$ cat config.mk
export PLATFORM = sky130hd
export DESIGN_NAME = ctrl_pipe_reg
export DESIGN_NICKNAME = d
export VERILOG_FILES = /design/src/rtl/ctrl_pipe_reg.sv
export SDC_FILE = /design/constraint.sdc
export NUM_CORES = 1
export LEC_CHECK = 0
export ABC_CLOCK_PERIOD_IN_PS = 3200
export BUFFER_PORTS_ARGS = -buffer_cell sky130_fd_sc_hd__buf_2
export CAP_MARGIN = 20
export CORE_MARGIN = 2
export CORE_UTILIZATION = 42
export DETAILED_ROUTE_END_ITERATION = 8
export SYNTH_ARGS = -nofsm -noshare
export SYNTH_HDL_FRONTEND = slang
export SYNTH_SLANG_ARGS = --single-unit
$ cat constraint.sdc
create_clock -name Clk -period 3.2 [get_ports Clk]
set_input_delay 0.32 -clock Clk [delete_from_list [all_inputs] [get_ports Clk]]
set_output_delay 0.32 -clock Clk [all_outputs]
set_load 0.02 [all_outputs]
$ cat src/rtl/ctrl_pipe_reg.sv
// ctrl_pipe_reg: stallable, flushable control-word pipeline (Clk, Clr, Stall, Flush, Valid_in, Ctrl_in -> Ctrl_out, Valid_out, Occupancy, Stall_drop)
module ctrl_pipe_reg #(
  parameter int WIDTH = 64,
  parameter int DEPTH = 2,
  parameter logic [WIDTH-1:0] NOP_VALUE = {WIDTH{1'b0}}
) (
  input  logic                       Clk,
  input  logic                       Clr,
  input  logic                       Stall,
  input  logic                       Flush,
  input  logic                       Valid_in,
  input  logic [WIDTH-1:0]           Ctrl_in,
  output logic [WIDTH-1:0]           Ctrl_out,
  output logic                       Valid_out,
  output logic [$clog2(DEPTH+1)-1:0] Occupancy,
  output logic                       Stall_drop
);
  localparam int OW = $clog2(DEPTH+1);
  logic [DEPTH-1:0] v, v_nx;
  logic [DEPTH:0] v_src;
  logic [WIDTH-1:0] d [DEPTH];
  logic [WIDTH-1:0] d_nx [DEPTH];
  logic [WIDTH-1:0] d_src [DEPTH+1];
  logic [OW-1:0] occ_nx;
  always_comb begin
    v_src = {v, Valid_in};
    d_src[0] = Ctrl_in;
    for (int k = 0; k < DEPTH; k++) d_src[k+1] = d[k];
    v_nx = v;
    d_nx = d;
    occ_nx = '0;
    for (int k = 0; k < DEPTH; k++) begin
      if (Clr || Flush) begin
        v_nx[k] = 1'b0;
        d_nx[k] = NOP_VALUE;
      end else if (!Stall) begin
        v_nx[k] = v_src[k];
        d_nx[k] = v_src[k] ? d_src[k] : NOP_VALUE;
      end
      occ_nx = occ_nx + OW'(v_nx[k]);
    end
  end
  always_ff @(posedge Clk) begin
    v <= v_nx;
    d <= d_nx;
    Occupancy <= Clr ? '0 : occ_nx;
    Stall_drop <= Stall & Valid_in & ~Flush & ~Clr;
  end
  assign Ctrl_out = d[DEPTH-1];
  assign Valid_out = v[DEPTH-1];
endmodule

==> results of run 1 <==
-- power groups by stage --
stage | clock network, uW | logic (uW) | registers (uW)
2_1_floorplan | 0 | 172 | 1720
3_3_place_gp | 0 | 215 | 1720
3_5_place_dp | 0 | 217 | 1720
4_1_cts | 1880 | 218 | 1680
5_1_grt | 1960 | 238 | 1690
6_report | 1830 | 216 | 1690
-- path summary, 6_finish.rpt --
kind              depth (start not counted)  slack (ns)      endpoint    from
setup / recovery                          3        1.70  Ctrl_out[31]    v[0]
hold reg to reg                           2        0.45        d[110]  d[110]
hold / removal                            2        0.14  Occupancy[1]     Clr
setup reg to reg                          3        1.70  Ctrl_out[31]    v[0]
-- metrics by stage --
step           power, uW   util  setup slack [ns]  std cells
2_1_floorplan       1890      -              1.65        649
3_3_place_gp        1930  0.439              1.45        849
3_5_place_dp        1940  0.439              1.44        849
4_1_cts             3790  0.480              1.67        878
5_1_grt             3890  0.480              1.57        878
6_report            3730  0.480              1.70        878
-- cells by family (layout without fill, tap and decap cells) --
kind of cell	count (synthesis)	after routing
adder cells (fa/ha/maj)	1	1
multiplexers	2	2
buffers and inverters	122	171
flip-flops	133	133
AO/OA/AOI/OAI	128	128
AND/OR/NAND/NOR	263	263
-- final cells by class --
cell class	count	area, um^2	share of cell area
clock buffer	25	515	0.0771
tap	180	225	0.0337
sequential	133	2660	0.399
timing repair buffer	142	744	0.111
multi-input combinational	394	2490	0.373
clock inverter	4	45.0	0.00674
-- Yosys cell counts, drive strengths merged --
cell and count:
dfxtp 133, nand2 129, a21oi 128, nand3b 128, buf 101, clkbuf 21, nor2 3, mux2i 2
and2b 1, ha 1, nor2b 1, or2 1
-- state kept, by name, summed over array words and instances, names as in the netlist --
signal / cells
Occupancy: 2
Stall_drop: 1
v: 2
d: 64
Ctrl_out: 64
-- worst max-delay path: cells and delay by family, from the launching register on --
kind,cells,cell delay [ns]
buffers and inverters,1,0.58
flip-flops,1,0.48
AND/OR/NAND/NOR,1,0.19
AO/OA/AOI/OAI,1,0.16
-- routing by layer --
metal / global-route usage / vias up / share of wire
met4: 0.0554 / 2 / 0.011
met2: 0.240 / 116 / 0.43
met1: 0.220 / 1994 / 0.48
met5: 0 / - / 0.0011
li1: - / 2180 / -
met3: 0.0627 / 14 / 0.078
==> qor.yml, run 1 <==
clocking:
  cts_num_sinks: 133
  clockBufferDepth: 2
  htree_levels: 4
  root_buffer: "clkbuf_16"
  clk_latency_ns: 0.40
  ctsHoldBuffers: 0
  cts_buffers: 17
  path_clk_slew_ns: 0.05
  cts_tree: "done"
  postCtsSetupBuffers: 0
  cts_resized: 0
die:
  rows: 43
  coreArea_mm2: 0.0139
  start_util: 0.432
  die_w_um: 124
  num_io_pins: 137
  dieArea_mm2: 0.0153
  die_h_um: 124
yosys:
  synth_nets: 719
  yosys.area.top_type: "dfxtp_1"
  synth_mux_area_frac: 0.00333
  ys_types: 19
  synthTopCellsByArea: "dfxtp_1 44%, nand3b_1 16%, a21oi_2 13%, nand2_1 8.0%, buf_4 8.0%"
  syn_area_per_cell_um2: 9.27
  yosys.area.top_type_share: 0.442
  synth_xor_area_frac: 0
  yosys.area_share.simple: 0.245
  synth-seq-cells: 133
  seq_area_frac_synth: 0.442
  syn_inst: 649
  synth_area_mm2: 0.00602
  synth_compound_area_frac: 0.163
  synth_fa_ha_area_frac: 0.00208
  synth-warning-count: 0
  synth_top_family_by_area: "simple AND/OR/NAND/NOR gates"
route:
  wirelength_um: 12400
  wl_per_cell_um: 14.1
  drt-initial-drc-count: 252
  ant_nets: 0
  route.vias.total: 4306
  drt-vias-per-instance: 4.90
  drc_errors: 0
  dr.pass1.iters: 4
worst_setup_path:
  end_kind: "register"
  cp-start-kind: "register"
  crit_fanout: 54
  worstPathRequired_ns: 3.53
  cp_slowest_stage_delay_ns: 0.58
  cp.arrival_ns: 1.83
  path_cells: "buf_4 > nand3b_1 > a21oi_2"
  cpMaxStageDelayCell: "buf_4"
  worstSetupPathType: "reg2reg"
timing:
  fmax_mhz: 668
  finClkSkew_ns: 0.00383
  worst_slew_pin_slew_ns: 0.718
  period_needed_ns: 1.50
  maxSlewViolCount: 0
  final_hold_viol_count: 0
  setup_viol: 0
  fin_setup_tns_ns: 0
  finalCritPeriodShare: 0.468
  rsz0062_at_grt: "false"
  worst_hold_slack_ns: 0.136
  relSlewSlack: 0.521
pwr:
  cellPowerDensity_mw_per_mm2: 559
  internal_power_uw: 2930
  pwr-share-seq: 0.451
  clkPwrFrac: 0.491
  power.switching_uw: 800
  peakVddDrop_v: 0.000376
  comb_power_share: 0.058
  swShare: 0.214
  p_leak_uw: 0.00236
grt:
  grt_pass1_wl_um: 19500
  grt_pass1_vias: 3995
  grt_max_degree: 137
  grt_util_all_layers: 0.164
  antenna_found_initial: 1
  grt-ovfl-total: 0
cells_and_area:
  fill_cells: 1349
  final_cell_mix: "135 x buf_2, 132 x dfxtp_1, 129 x nand2_1"
  drive_gt1_frac: 0.374
  final_common_cell: "buf_2"
  fin_nets: 758
  syn_to_final_growth_pct: 11.1
  fin_area_mm2: 0.00668
  n_antenna_cell: 0
job:
  drv_cap: 0
placement:
  gp_congestion: 0.701
  placed_area_mm2: 0.00612
  portBuffers: 136
  dp_hpwl_um: 7520
outcome:
  outcome: "complete, no violations"
hold_path:
  worst_hold_path_type: "in2reg"
Power figures use the tool's default switching activity.
==> run 2, diff against run 1 <==
--- a/config.mk
+++ b/config.mk
@@ -5,7 +5,7 @@
 export SDC_FILE = /design/constraint.sdc
 export NUM_CORES = 1
 export LEC_CHECK = 0
-export ABC_CLOCK_PERIOD_IN_PS = 3200
+export ABC_CLOCK_PERIOD_IN_PS = 1550
 export BUFFER_PORTS_ARGS = -buffer_cell sky130_fd_sc_hd__buf_2
 export CAP_MARGIN = 20
 export CORE_MARGIN = 2
==> constraint.sdc (replaced) <==
create_clock -name Clk -period 1.55 [get_ports Clk]
set_input_delay 0.155 -clock Clk [delete_from_list [all_inputs] [get_ports Clk]]
set_output_delay 0.155 -clock Clk [all_outputs]
set_load 0.02 [all_outputs]
==> run 2 against run 1 <==
- critical path type is now in2reg
- hold slack got worse by 0.12 ns
- register-to-register slack worse by 1.3 ns
- core utilization increased by 1.8 points
- cell count is 2.3% higher
- sequential power increased by 110%
- global-route usage rose by 0.14 points
- largest power group unchanged
- first-iteration DRC count up 11%
- power rose by 110%
- via count grew 1.3%
==> qor.yml, run 2 (synthesized netlist as in run 1, its figures left out) <==
pwr:
  peakVddDrop_v: 0.000725
  cellPowerDensity_mw_per_mm2: 1160
  p_leak_uw: 0.00246
worst_setup_path:
  end_kind: "register"
  cp_slowest_stage_delay_ns: 0.54
  worstPathRequired_ns: 1.85
  cp.arrival_ns: 1.75
  critical_path_cell_count: 6
  worstSetupPathType: "in2reg"
  cp-start-kind: "input port"
  path_buf_inv: 2
  crit_fanout: 12
  crit_family: "buffers and inverters"
  r2r_cells: 3
  cpMaxStageDelayCell: "dlygate4sd3_1"
  path_cells: "dlygate4sd3_1 > buf_2 > or2_4 > nor2_1 > ha_1 > and2b_1"
route:
  wirelength_um: 12400
  ant_nets: 0
  dr.pass1.iters: 4
  drt-initial-drc-count: 280
  wl_per_cell_um: 13.8
  drt-vias-per-instance: 4.86
  route.vias.total: 4360
  drc_errors: 0
die:
  start_util: 0.432
  die_w_um: 124
  num_io_pins: 137
  coreArea_mm2: 0.0139
  die_h_um: 124
  rows: 43
  dieArea_mm2: 0.0153
placement:
  place_inst: 855
  dp_hpwl_um: 7740
  pre_cts_ws_ns: 0.252
  portBuffers: 136
  gp_congestion: 0.714
grt:
  grt_pass1_vias: 4039
  grt-ovfl-total: 0
  antenna_found_initial: 0
  grt_pass1_wl_um: 19700
  grt_max_degree: 147
  grt_util_all_layers: 0.165
timing:
  relSlewSlack: 0.663
  finClkSkew_ns: 0.00774
  maxSlewViolCount: 0
  period_needed_ns: 1.44
  worst_slack_ns: 0.106
  setup_viol: 0
  worst_hold_slack_ns: 0.0161
  worst_slew_pin_slew_ns: 0.505
  rsz0062_at_grt: "false"
  finalCritPeriodShare: 0.931
  fin_setup_tns_ns: 0
  final_hold_viol_count: 0
  fmax_mhz: 693
clocking:
  clk_latency_ns: 0.41
  clockBufferDepth: 2
  htree_levels: 4
  cts_num_sinks: 133
  postCtsSetupBuffers: 0
  cts_tree: "done"
  root_buffer: "clkbuf_16"
  cts_buffers: 17
  path_clk_slew_ns: 0.06
job:
  drv_cap: 0
hold_path:
  hold_depth: 3
  worst_hold_path_type: "in2reg"
cells_and_area:
  n_antenna_cell: 0
  syn_to_final_growth_pct: 15.1
  fill_cells: 1305
  drive_gt1_frac: 0.377
  fin_nets: 775
  final_common_cell: "buf_2"
  final_cell_mix: "135 x buf_2, 132 x dfxtp_1, 129 x nand2_1"
  final_cells: 898
outcome:
  outcome: "complete, no violations"
==> run 2: timing repair <==
| action | in CTS | in global routing |
|---|---|---|
| endpoints found under the hold margin | 11 | 0 |
| hold buffers | 11 | 0 |
| gates resized for setup | 0 | 0 |
==> run 2: power breakdown <==
| group | total, uW | switching, uW | leakage, uW | internal [uW] |
|---|---|---|---|---|
| sequential | 3470 | 18.3 | 0.00107 | 3460 |
| combinational | 499 | 285 | 0.00110 | 214 |
| clock | 4040 | 1480 | 0.000285 | 2560 |
==> run 2: tightest hold or removal path: stages <==
cell,delay [ns]
buf_2,0.10
nand3b_1,0.07
a21oi_1,0.06
==> run 2: final timing paths <==
| kind | slack [ns] | endpoint | start |
|---|---|---|---|
| setup / recovery | 0.11 | Occupancy[0] | Clr |
| hold / removal | 0.02 | d[122] | Ctrl_in[58] |
| setup reg to reg | 0.42 | Ctrl_out[20] | v[0] |
| hold reg to reg | 0.46 | d[110] | d[110] |
==> run 2: cell type report <==
cell class / count / area [um^2] / area share
sequential: 133 / 2660 / 0.384
clock buffer: 19 / 443 / 0.0639
multi-input combinational: 394 / 2490 / 0.359
clock inverter: 13 / 158 / 0.0228
tap: 180 / 225 / 0.0325
timing repair buffer: 159 / 950 / 0.137
==> run 2: layer usage <==
layer | vias up | part of all wire | track usage
met2 | 114 | 0.43 | 0.239
met3 | 13 | 0.057 | 0.0522
met5 | - | 0 | 0
li1 | 2218 | - | -
met1 | 2015 | 0.50 | 0.229
met4 | 0 | 0.014 | 0.0639
==> run 2: stage by stage <==
stage | area, um^2 | total power (uW) | util
2_1_floorplan | 6020 | 3900 | -
3_3_place_gp | 6220 | 4020 | 0.446
3_5_place_dp | 6220 | 4030 | 0.446
4_1_cts | 6930 | 8120 | 0.497
5_1_grt | 6930 | 8320 | 0.497
6_report | 6930 | 8020 | 0.497
